===== src/rtl/opamp_meter_pkg.sv =====
// -----------------------------------------------------------------------------
// opamp_meter_pkg : shared types, widths and clip rails for the pp/mean meter
// Revision 1.0
// -----------------------------------------------------------------------------
`default_nettype none

package opamp_meter_pkg;

  typedef enum logic [1:0] {
    IDLE  = 2'd0,
    FIRST = 2'd1,
    ACCUM = 2'd2
  } state_e;

  function automatic int sum_width(input int dw, input int win_log2);
    return dw + win_log2;
  endfunction

  function automatic int pp_width(input int dw);
    return dw + 1;
  endfunction

  function automatic int clip_hi(input int dw, input int margin);
    return (2 ** (dw - 1)) - 1 - margin;
  endfunction

  function automatic int clip_lo(input int dw, input int margin);
    return -(2 ** (dw - 1)) + margin;
  endfunction

endpackage

`default_nettype wire


===== src/rtl/opamp_minmax_tracker.sv =====
// -----------------------------------------------------------------------------
// opamp_minmax_tracker : running signed min/max over the current window
// Revision 1.0
// -----------------------------------------------------------------------------
`default_nettype none

module opamp_minmax_tracker #(
  parameter int DW = 12
) (
  input  logic                 clk,
  input  logic                 rst,
  input  logic                 load,
  input  logic                 update,
  input  logic signed [DW-1:0] sample,
  output logic signed [DW-1:0] min,
  output logic signed [DW-1:0] max
);

  logic signed [DW-1:0] min_q, min_d;
  logic signed [DW-1:0] max_q, max_d;

  always_comb begin
    min_d = min_q;
    max_d = max_q;
    if (load) begin
      min_d = sample;
      max_d = sample;
    end else if (update) begin
      if (sample < min_q) min_d = sample;
      if (sample > max_q) max_d = sample;
    end
  end

  always_ff @(posedge clk or posedge rst) begin
    if (rst) begin
      min_q <= '0;
      max_q <= '0;
    end else begin
      min_q <= min_d;
      max_q <= max_d;
    end
  end

  assign min = min_q;
  assign max = max_q;

endmodule

`default_nettype wire


===== src/rtl/opamp_pp_meter.sv =====
// -----------------------------------------------------------------------------
// opamp_pp_meter : per-window peak-to-peak and mean of signed ADC samples,
// double-buffered onto a valid/ready result channel. Optional CLIP_DETECT_EN.
// Revision 1.0
// -----------------------------------------------------------------------------
`default_nettype none

module opamp_pp_meter
  import opamp_meter_pkg::*;
#(
  parameter int DW          = 12,
  parameter int WIN_LOG2    = 8,
  parameter int CLIP_MARGIN = 4
) (
  input  logic                 clk,
  input  logic                 rst,
  input  logic                 en,
  input  logic                 s_valid,
  input  logic signed [DW-1:0] s_data,
  output logic                 m_valid,
  input  logic                 m_ready,
  output logic [DW:0]          m_pp,
  output logic signed [DW-1:0] m_mean,
  output logic                 overrun
`ifdef CLIP_DETECT_EN
  ,
  output logic                 clip
`endif
);

  localparam int SUM_W = sum_width(DW, WIN_LOG2);
  localparam int PP_W  = pp_width(DW);

  state_e                   state_q, state_d;
  logic [WIN_LOG2-1:0]      count_q, count_d;
  logic signed [SUM_W-1:0]  sum_q, sum_d;
  logic                     en_q;
  logic                     m_valid_q, m_valid_d;
  logic [PP_W-1:0]          m_pp_q, m_pp_d;
  logic signed [DW-1:0]     m_mean_q, m_mean_d;
  logic                     overrun_q, overrun_d;

  logic                     w_accept;
  logic                     w_in_window;
  logic                     w_complete;
  logic                     w_load_result;
  logic signed [SUM_W-1:0]  w_sample_ext;
  logic signed [SUM_W-1:0]  w_sum_upd;
  logic signed [DW-1:0]     w_trk_sample;
  logic signed [DW-1:0]     w_trk_min, w_trk_max;
  logic signed [DW-1:0]     w_fin_min, w_fin_max;
  logic [PP_W-1:0]          w_fin_pp;

  assign w_accept      = s_valid && en;
  assign w_in_window   = (state_q == ACCUM);
  assign w_complete    = w_accept && w_in_window && (count_q == '1);
  assign w_load_result = w_complete && (!m_valid_q || m_ready);
  assign w_sample_ext  = {{WIN_LOG2{s_data[DW-1]}}, s_data};
  assign w_sum_upd     = sum_q + w_sample_ext;
  assign w_trk_sample  = en ? s_data : '0;

  opamp_minmax_tracker #(.DW(DW)) u_tracker (
    .clk    (clk),
    .rst    (rst),
    .load   (!en || (w_accept && !w_in_window)),
    .update (w_accept && w_in_window),
    .sample (w_trk_sample),
    .min    (w_trk_min),
    .max    (w_trk_max)
  );

  // Result uses the extremes including the completing sample itself.
  assign w_fin_min = (s_data < w_trk_min) ? s_data : w_trk_min;
  assign w_fin_max = (s_data > w_trk_max) ? s_data : w_trk_max;
  assign w_fin_pp  = {w_fin_max[DW-1], w_fin_max} - {w_fin_min[DW-1], w_fin_min};

  always_comb begin
    state_d   = state_q;
    count_d   = count_q;
    sum_d     = sum_q;
    m_valid_d = m_valid_q && !m_ready;
    m_pp_d    = m_pp_q;
    m_mean_d  = m_mean_q;
    overrun_d = overrun_q;

    if (!en) begin
      state_d = IDLE;
      count_d = '0;
      sum_d   = '0;
    end else if (w_accept) begin
      if (!w_in_window) begin
        state_d = ACCUM;
        count_d = {{(WIN_LOG2-1){1'b0}}, 1'b1};
        sum_d   = w_sample_ext;
      end else if (w_complete) begin
        state_d = FIRST;
        count_d = '0;
        sum_d   = '0;
      end else begin
        count_d = count_q + 1'b1;
        sum_d   = w_sum_upd;
      end
    end else if (state_q == IDLE) begin
      state_d = FIRST;
    end

    // Top DW bits of the full-width sum are the floor division by the window length.
    if (w_load_result) begin
      m_valid_d = 1'b1;
      m_pp_d    = w_fin_pp;
      m_mean_d  = w_sum_upd[SUM_W-1:WIN_LOG2];
    end else if (w_complete) begin
      overrun_d = 1'b1;
    end

    if (en_q && !en) overrun_d = 1'b0;
  end

  always_ff @(posedge clk or posedge rst) begin
    if (rst) begin
      state_q   <= IDLE;
      count_q   <= '0;
      sum_q     <= '0;
      en_q      <= 1'b0;
      m_valid_q <= 1'b0;
      m_pp_q    <= '0;
      m_mean_q  <= '0;
      overrun_q <= 1'b0;
    end else begin
      state_q   <= state_d;
      count_q   <= count_d;
      sum_q     <= sum_d;
      en_q      <= en;
      m_valid_q <= m_valid_d;
      m_pp_q    <= m_pp_d;
      m_mean_q  <= m_mean_d;
      overrun_q <= overrun_d;
    end
  end

  assign m_valid = m_valid_q;
  assign m_pp    = m_pp_q;
  assign m_mean  = m_mean_q;
  assign overrun = overrun_q;

`ifdef CLIP_DETECT_EN
  localparam logic signed [DW-1:0] CLIP_HI = DW'(clip_hi(DW, CLIP_MARGIN));
  localparam logic signed [DW-1:0] CLIP_LO = DW'(clip_lo(DW, CLIP_MARGIN));

  logic clip_acc_q, clip_acc_d;
  logic clip_q, clip_d;
  logic w_samp_clip;

  assign w_samp_clip = (s_data >= CLIP_HI) || (s_data <= CLIP_LO);

  always_comb begin
    clip_acc_d = clip_acc_q;
    clip_d     = clip_q;
    if (!en) begin
      clip_acc_d = 1'b0;
    end else if (w_accept) begin
      if (!w_in_window)    clip_acc_d = w_samp_clip;
      else if (w_complete) clip_acc_d = 1'b0;
      else                 clip_acc_d = clip_acc_q || w_samp_clip;
    end
    if (w_load_result) clip_d = clip_acc_q || w_samp_clip;
  end

  always_ff @(posedge clk or posedge rst) begin
    if (rst) begin
      clip_acc_q <= 1'b0;
      clip_q     <= 1'b0;
    end else begin
      clip_acc_q <= clip_acc_d;
      clip_q     <= clip_d;
    end
  end

  assign clip = clip_q;
`endif

endmodule

`default_nettype wire

===== config.mk =====
export PLATFORM = sky130hd
export DESIGN_NAME = opamp_pp_meter
export DESIGN_NICKNAME = d
export VERILOG_FILES = /design/src/rtl/opamp_meter_pkg.sv /design/src/rtl/opamp_minmax_tracker.sv /design/src/rtl/opamp_pp_meter.sv
export SDC_FILE = /design/constraint.sdc
export NUM_CORES = 1
export LEC_CHECK = 0
export ABC_AREA = 1
export ABC_CLOCK_PERIOD_IN_PS = 3400
export CORE_UTILIZATION = 40
export CTS_CLUSTER_SIZE = 30
export DETAILED_ROUTE_END_ITERATION = 10
export PLACE_DENSITY_LB_ADDON = 0.05
export SETUP_SLACK_MARGIN = 0.3
export SYNTH_ARGS = -nofsm -noshare
export SYNTH_HDL_FRONTEND = slang
export SYNTH_SLANG_ARGS = --single-unit

===== constraint.sdc =====
create_clock -name clk -period 3.4 [get_ports clk]
set_clock_uncertainty 0.05 [all_clocks]
set_input_delay 0.51 -clock clk [delete_from_list [all_inputs] [get_ports clk]]
set_output_delay 0.51 -clock clk [all_outputs]
set_load 0.1 [all_outputs]

Word level (Yosys, flattened, before mapping)
Cells that the tools add are included.
{ "classes": {"n_addsub": 3, "magnitude_cmp": 4, "n_eq_ne": 6, "mux": 26, "n_reduce_logical": 22} }
{ "op_table": {"columns": ["cell", "n"], "rows": [
  ["12-bit two-way mux", 9],
  ["20-bit two-way mux", 4],
  ["8-bit two-way mux", 4],
  ["12-bit > comparator", 2],
  ["12-bit < comparator", 2],
  ["20-bit by 12-bit adder with 20-bit output", 1],
  ["12-bit by 12-bit subtractor with 13-bit output", 1],
  ["2-bit two-way mux", 5],
  ["8-bit by 1-bit adder with 8-bit output, second input constant", 1],
  ["8-bit equality test, second input constant", 1],
  ["2-bit AND reduction", 4],
  ["2-bit nonzero test", 4],
  ["1-bit logical AND", 7],
  ["1-bit zero test", 4],
  ["1-bit two-way mux", 4],
  ["2-bit by 1-bit inequality test with 1-bit output, second input constant", 2],
  ["4-bit by 3-bit inequality test with 1-bit output, second input constant", 1],
  ["3-bit by 1-bit inequality test with 1-bit output, second input constant", 1],
  ["2-bit equality test, second input constant", 1],
  ["2-bit zero test", 1],
  ["1-bit logical OR", 2]
]} }
{ "totals": {"ff_bits": 82, "input_bits": 17, "output_inout_bits": 27, "elab_cells": 71} }

Depth between registers and ports, before layout
Gate-level depths: netlist of the first run.
{ "logic_depth": {"word_depth": 7, "ltp_mapped": 23, "depth_no_buf": 22} }

By module
A second synthesis of the first run with hierarchy kept.
{ "hier_totals": {"cells_unflattened": 1023, "area_unflattened_um2": 6820.3} }
{ "by_module_without_submodules": {"columns": ["mod", "instances", "cells_each", "area_per_inst_um2", "seq_area_each_um2"], "rows": [
  ["opamp_pp_meter", 1, 796, 5165.0, 1451.4],
  ["opamp_minmax_tracker", 1, 227, 1655.3, 600.6]
]} }

Worst setup path before layout of the first run
No wires, ideal clock.
{ "synth_path": {"path_type": "in2reg", "from": "input s_data[11]", "to": "register m_pp_q[8] (netlist: m_pp[8])", "setup_ns": 0.120, "arrival_time_ns": 3.116, "t_required_ns": 3.230, "slack_ns": 0.114, "path_stages": 19, "n_path_buf": 1, "path_cell_list": "ha_1 > nand2_1 > inv_1 > nand3_1 > nor2_1 > nand2_1 > nand4_1 > nand3_1 > buf_2 > o21ai_0 > ha_1 > inv_1 > fa_1 > nand3_1 > o211ai_1 > a21o_1 > or2_2 > nand3_1 > nand2_1"} }
{ "synth_via": {"elab_chain_len": 3, "word_cells_on_any_way": 5, "classes_between": "add/sub (1); order compare (2); mux (2)"} }
{ "synth_rtl": {"columns": ["element", "line", "text"], "rows": [
  ["start, declared", "opamp_pp_meter.sv:19", "input logic signed [DW-1:0] s_data,"],
  ["12-bit > comparator or 12-bit < comparator (tied branches)", "opamp_pp_meter.sv:74, opamp_pp_meter.sv:73", null],
  ["12-bit two-way mux (on tied branches)", "opamp_pp_meter.sv:74, opamp_pp_meter.sv:73", null],
  ["12-bit by 12-bit subtractor with 13-bit output *", "opamp_pp_meter.sv:75", "assign w_fin_pp = {w_fin_max[DW-1], w_fin_max} - {w_fin_min[DW-1], w_fin_min};"],
  ["end signal, assigned", "opamp_pp_meter.sv:135", "m_pp_q <= m_pp_d;"],
  ["end, declared", "opamp_pp_meter.sv:39", "logic [PP_W-1:0] m_pp_q, m_pp_d;"]
]} }
Every way passes the cells marked *; elsewhere a longest branch is shown, timed or not.
A chain may end at the register's enable or synchronous reset.

Worst setup path after layout of the first run
{ "layout_path": {"from": "input s_data[7]", "to": "register m_pp_q[9] (netlist: m_pp[9])"} }
The elaborated chain is that of the path after synthesis.

==> flow_metrics.py, run 1 <==
metrics = {
    "yosys": {
        "synth_cell_types": 44,
        "synth_adder_area_share_pct": 14.9,
        "ys_seq_elements": 82,
        "syn_inst": 990,
        "synth_top_family_by_area": "simple AND/OR/NAND/NOR gates",
        "ys_warn_count": 0,
        "syn_avg_cell_area_um2": 6.88,
        "synth-simple-area-share_pct": 33.1,
        "synth.net_count": 1087,
        "muxShareOfSynthArea_pct": 0,
        "syn-cell-area_um2": 6810,
        "synth_xor_area_share_pct": 2.06,
        "synth-compound-area-share_pct": 10.9,
        "synth-seq-area-share_pct": 30.1,
    },
    "final_layout": {
        "design_area_um2": 8770,
        "final_cell_mix": "nand2_1, inv_1, buf_4",
        "drive_above_1_share_pct": 17.8,
        "final_common_cell": "nand2_1",
        "nFillCells": 1644,
        "fin_cells": 1343,
        "fin_nets": 1214,
        "syn2layout_area_growth_pct": 28.7,
    },
    "global_route": {
        "grt-ovfl-total": 0,
        "antenna_found_initial": 1,
        "grt_use_total_pct": 24.7,
        "grt_pass1_wl_um": 33800,
        "grt_pass1_vias": 6499,
        "grt_max_degree": 43,
    },
    "die": {
        "start_util_pct": 41.1,
        "die_area_um2": 17600,
        "num_io_pins": 44,
        "coreArea_um2": 16600,
        "die_w_um": 132,
        "fp.dieH_um": 132,
        "row_count": 47,
    },
    "routing": {
        "routed_wl_um": 21000,
        "first_pass_iters": 5,
        "ant_nets": 0,
        "vias": 6767,
        "drt_iter0_markers": 383,
        "post_drt_wl_per_cell_um": 15.7,
        "drc": 0,
        "viasPerCell": 5.04,
    },
    "critical_path": {
        "required_ns": 3.60,
        "r2r_slack_ns": 0.17,
        "slowest_delay_ns": 0.38,
        "worst-path-stages": 17,
        "cp-end-kind": "flop",
        "timing.rr.end": "m_pp[9]$_DFFE_PP0P_",
        "cp_max_fo": 12,
        "reg2reg_depth": 17,
        "crit_family": "simple AND/OR/NAND/NOR gates",
        "critPathLaunchType": "input port",
        "path_class": "input port to flop",
        "cpMaxStageDelayCell": "ha_2",
        "reg2reg_from": "u_tracker.max[5]$_DFFE_PP0P_",
        "worstPathArrival_ns": 3.43,
        "path_buf_inv": 3,
        "crit_path_cell_trace": "clkdlybuf4s15_1 > ha_4 > nand4_1 > nor2_4 > nand2_2 > nand4_1 > nand3_4 > buf_6 > buf_12 > o21ai_0 > ha_2 > a21oi_2 > o21a_1 > nand3_1 > or2_2 > nand3_1 > nand2_1",
    },
    "timing": {
        "fmax_ghz": 0.310,
        "worstMarginPinSlew_ns": 0.976,
        "fin_crit_sh_pct": 95.0,
        "rsz0062_at_grt": "yes",
        "fin_crit_ns": 3.23,
        "fin_ws_ns": 0.169,
        "maxSlewHeadroom_pct": 34.7,
        "slew_violations": 0,
        "setup_tns_ns": 0,
        "hold_viol_final": 0,
        "setup_viol": 0,
    },
    "pwr": {
        "power_density_nw_per_um2": 479,
        "vdd_ir_drop_max_mv": 0.322,
        "p_leak_nw": 4.58,
    },
    "clock_network": {
        "clkTransAtPathRegs_ns": 0.07,
        "cts_tree": "built",
        "clock_path_buffers": 2,
        "cts.sinks": 82,
        "numCtsBuffers": 9,
        "cts_hold_buffers": 0,
        "root_buffer": "clkbuf_16",
        "cts_max_level": 3,
        "clock_latency_ns": 0.36,
    },
    "placement": {
        "numPlacedInstances": 1304,
        "dpl.hpwl_um": 16200,
        "place_congestion": 0.925,
        "placed_cell_area_um2": 8000,
        "place_ws_ns": -0.512,
        "portBuffers": 43,
    },
    "outcome": {
        "status": "finished clean",
    },
    "hold_path": {
        "hold_class": "flop to flop",
        "hp-start": "en_q$_DFF_PP0_",
        "min_to": "overrun$_DFFE_PP0P_",
        "hold_depth": 1,
    },
    "run": {
        "maxCapViolations": 0,
    },
}
## final cells by class
class	instances	area [um2]	share of cell area, %
multi-input cells	756	4470	51.0
flip-flops and latches	82	2050	23.4
repair buffers	136	1170	13.3
inverters	132	503	5.74
well taps	220	275	3.14
clock buffers	9	225	2.57
clock inverters	7	71.3	0.813
diodes	1	2.50	0.0285
## synthesized netlist by cell type, drive strengths merged
library cell | number | share of area [%]
nor2 | 61 | 4.0
nand4 | 14 | 1.4
buf | 13 | 1.2
o21ai | 52 | 4.0
o31ai | 1 | 0.11
clkbuf | 7 | 0.39
a21o | 2 | 0.22
a22o | 2 | 0.26
dfrtp | 82 | 30
o21a | 5 | 0.55
or2 | 4 | 0.37
a21oi | 47 | 3.5
nand2 | 342 | 19
fa | 2 | 0.59
nand3b | 5 | 0.55
o22ai | 8 | 0.73
o221ai | 1 | 0.13
ha | 78 | 14
nor3b | 1 | 0.11
nor4 | 2 | 0.18
clkinv | 2 | 0.20
nand3 | 91 | 6.8
o21bai | 4 | 0.44
o211ai | 4 | 0.44
xor2 | 9 | 1.2
xnor2 | 7 | 0.90
a211oi | 1 | 0.11
a21boi | 1 | 0.11
nor3 | 9 | 0.66
a2bb2oi | 1 | 0.13
inv | 130 | 7.2
a31oi | 2 | 0.18
## layer usage
metal / global-route usage, % / vias to the layer above / wire length, um
li1: - / 3495 / -
met1: 34.0 / 3122 / 10400
met2: 39.9 / 126 / 9400
met3: 4.67 / 24 / 875
met4: 5.87 / 0 / 342
met5: 0 / - / 0
## where the power goes
part	internal, W	switching (W)	leakage, nW	total (W)
clock	0.000518	0.000485	0.139	0.00100
sequential	0.00104	0.0000415	1.10	0.00108
combinational	0.000937	0.00118	3.33	0.00212
## registers in the layout, summed over array words and instances, names as in the netlist
register	cells
u_tracker.max	12
u_tracker.min	12
en_q	1
m_pp	13
m_mean	12
count_q	8
sum_q	20
m_valid	1
overrun	1
state_q	2
## metrics by stage
| step | hold WS (ns) | util [%] | power (W) |
|---|---|---|---|
| after CTS | 0.376 | 51.4 | 0.00400 |
| after global placement | 0.368 | 48.2 | 0.00285 |
| after detailed placement | 0.368 | 48.2 | 0.00286 |
| after floorplan | 0.345 | - | 0.00218 |
| final | 0.372 | 52.9 | 0.00420 |
| after global routing | 0.404 | 52.9 | 0.00450 |
## worst max-delay path by stage
stage | endpoint | start | slack [ns]
2_1_floorplan | m_pp[8]$_DFFE_PP0P_ | s_data[11] | 0.30
3_3_place_gp | m_pp[8]$_DFFE_PP0P_ | s_data[11] | -0.42
3_5_place_dp | m_pp[8]$_DFFE_PP0P_ | s_data[11] | -0.51
4_1_cts | m_pp[8]$_DFFE_PP0P_ | u_tracker.max[3]$_DFFE_PP0P_ | 0.25
5_1_grt | m_pp[9]$_DFFE_PP0P_ | u_tracker.max[11]$_DFFE_PP0P_ | -0.04
6_report | m_pp[9]$_DFFE_PP0P_ | s_data[7] | 0.17
## what timing repair did
| item | CTS | global route |
|---|---|---|
| endpoints found under the hold margin | 0 | 0 |
| gates cloned | 1 | 0 |
| resized for setup | 53 | 47 |
| setup endpoints to repair | 11 | 11 |
| pin swaps | 19 | 21 |
| setup buffers | 14 | 7 |
## logic make-up (layout without fill, tap and decap cells)
logic type | count (synthesis) | after routing
flops | 82 | 82
compound gates | 131 | 131
xor+xnor | 16 | 16
other cells | 0 | 1
fa+ha+maj | 80 | 80
buf+inv | 152 | 284
simple gates | 529 | 529
Power figures use the tool's default switching activity.
==> run 2: changes to the inputs <==
SKIP_CTS_REPAIR_TIMING = 1   (was not set)
SYNTH_HIERARCHICAL = 1   (was not set)
==> flow_metrics.py, run 2 <==
metrics = {
    "outcome": {
        "status": "finished clean",
    },
    "yosys": {
        "synth_top_area_share_pct": 30.1,
        "syn_avg_cell_area_um2": 6.67,
        "ys_async_sr_fraction_pct": 100,
        "synth_edf_count": 0,
        "syn_inst": 1023,
        "synth_cell_types": 37,
        "synth_top_area_cell": "dfrtp_1",
        "ys_seq_elements": 82,
        "synth_ff_type": "dfrtp_1",
        "syn-cell-area_um2": 6820,
        "yosysMostFrequentCell": "nand2_1",
        "synth-seq-area-share_pct": 30.1,
        "synth.area.top_cells": "dfrtp_1, nand2_1, ha_1",
        "ys_top_cells_by_count": "nand2_1, inv_1, nand3_1, dfrtp_1, ha_1",
        "ys_warn_count": 6,
        "synth.net_count": 1120,
    },
    "clock_network": {
        "root_buffer": "clkbuf_16",
        "clkTransAtPathRegs_ns": 0.07,
        "clock_path_buffers": 2,
        "cts_tree": "built",
        "cts_max_level": 3,
        "cts.sinks": 82,
        "numCtsBuffers": 9,
        "clock_latency_ns": 0.35,
    },
    "critical_path": {
        "cpMostUsedCell": "nand2_1",
        "critPathLaunchType": "input port",
        "path_buf_inv": 4,
        "crit_path_cell_trace": "dlymetal6s2s_1 > ha_1 > nand2_4 > buf_4 > nor2_2 > nor2_1 > nand3_1 > nand2_1 > nand2_2 > buf_6 > buf_4 > nand3_1 > nand2_1 > ha_4 > nand2_1 > nor3_2 > nand2_2 > nand2_2 > nand3_2 > nand3_1 > nand3_1 > nand2_1 > nand2_1",
        "slowest_delay_ns": 0.32,
        "worstPathArrival_ns": 3.20,
        "required_ns": 3.59,
        "cpMaxStageDelayCell": "ha_1",
        "cp-end-kind": "flop",
        "cp_max_fo": 9,
        "path_class": "input port to flop",
        "crit_family": "simple AND/OR/NAND/NOR gates",
    },
    "global_route": {
        "grt_pass1_wl_um": 31700,
        "antenna_found_initial": 0,
        "grt_pass1_vias": 6282,
        "grt_use_total_pct": 22.8,
        "grt_max_degree": 59,
        "grt-ovfl-total": 0,
    },
    "final_layout": {
        "fin_nets": 1249,
        "final_cell_mix": "nand2_1, inv_1, buf_4",
        "largest_reg_flops": 20,
        "syn2layout_area_growth_pct": 30.3,
        "final_common_cell": "nand2_1",
        "drive_above_1_share_pct": 18.3,
        "postLayoutCoreUtil_pct": 53.4,
        "largest_register": "sum_q",
        "n_antenna_cell": 0,
    },
    "routing": {
        "drt_iter0_markers": 358,
        "post_drt_wl_per_cell_um": 14.3,
        "first_pass_iters": 5,
        "viasPerCell": 4.90,
        "routed_wl_um": 19600,
        "drc": 0,
        "vias": 6754,
        "ant_nets": 0,
    },
    "run": {
        "maxCapViolations": 0,
    },
    "timing": {
        "maxSlewHeadroom_pct": 33.0,
        "worstMarginPinSlew_ns": 1.00,
        "fin_ws_ns": 0.387,
        "fmax_ghz": 0.332,
        "hold_viol_final": 0,
        "setup_tns_ns": 0,
        "rsz0062_at_grt": "yes",
        "fin_crit_sh_pct": 88.6,
        "slew_violations": 0,
        "setup_viol": 0,
        "fin_crit_ns": 3.01,
    },
    "hold_path": {
        "hold_class": "flop to flop",
    },
    "die": {
        "die_area_um2": 17600,
        "start_util_pct": 41.0,
        "die_w_um": 133,
        "row_count": 47,
        "coreArea_um2": 16600,
        "num_io_pins": 44,
        "fp.dieH_um": 133,
    },
    "placement": {
        "portBuffers": 43,
        "place_congestion": 0.885,
        "place_ws_ns": -0.521,
        "dpl.hpwl_um": 15000,
    },
    "pwr": {
        "total_power_w": 0.00426,
        "power_density_nw_per_um2": 480,
        "p_leak_nw": 4.86,
        "vdd_ir_drop_max_mv": 0.353,
    },
}
run 2: cell types whose count changed in the layout (fill, tap and decap cells not counted), sizes merged, moves of 4 or more:
cell,before,now
buf,94,98
inv,133,145
o21a,5,1
nand2,342,393
dlymetal6s2s,0,11
a21oi,47,39
nand4,14,8
dlygate4sd2,7,0
nor2,61,54
o21ai,52,56
run 2: cells by family after synthesis:
group / synth area share (%)
xor gates and xnor gates: 1.80
adders and majority gates: 14.9
DFF: 30.1
AOI/OAI and AO/OA: 9.08
buffers and inverters: 9.81
and+or+nand+nor: 34.3
run 2: layout make-up:
class                           count  area [um2]
Sequential cell                    82        2050
Fill cell                        1685        7760
Inverter                          144         541
Clock inverter                      6        65.1
Multi-Input combinational cell    774        4490
Tap cell                          220         275
Clock buffer                       10         239
Timing Repair Buffer              141        1220
run 2: routing by layer:
layer,global-route usage (%),routed length [um]
met1,31.7,9560
met2,37.6,9120
met3,3.72,804
met4,4.09,163
met5,0,0
run 2: where the power goes:
part           internal (W)  leakage (nW)  switching (W)
logic              0.000971          3.61        0.00117
clock network      0.000591         0.149       0.000437
registers           0.00104          1.10      0.0000521
run 2: path summary, 6_finish.rpt:
path                                                end                           from  depth (start not counted)  slack (ns)
setup / recovery                   m_pp[12]$_DFFE_PP0P_                     s_data[10]                         23        0.39
hold / removal                      overrun$_DFFE_PP0P_                 en_q$_DFF_PP0_                          1        0.37
setup reg to reg                   m_pp[10]$_DFFE_PP0P_  u_tracker/max[11]$_DFFE_PP0P_                         23        0.43
hold reg to reg                     overrun$_DFFE_PP0P_                 en_q$_DFF_PP0_                          1        0.37
max in group asynchronous  u_tracker/max[5]$_DFFE_PP0P_                            rst                          2        1.96
min in group asynchronous                en_q$_DFF_PP0_                            rst                          3        0.65
run 2: per-stage QoR:
stage	std cells	cell area (um2)	hold WS, ns
2_1_floorplan	1023	6820	0.345
3_5_place_dp	1345	8030	0.365
3_3_place_gp	1345	8030	0.349
4_1_cts	1361	8330	0.368
5_1_grt	1377	8880	0.389
6_report	1377	8880	0.369
run 2: worst register-to-register path: cells and delay by family, from the launching register on:
family | cells | cell delay [ns]
adder cells (fa/ha/maj) | 3 | 0.81
buffers and inverters | 4 | 0.41
flip-flops | 1 | 0.40
AND/OR/NAND/NOR | 16 | 1.21
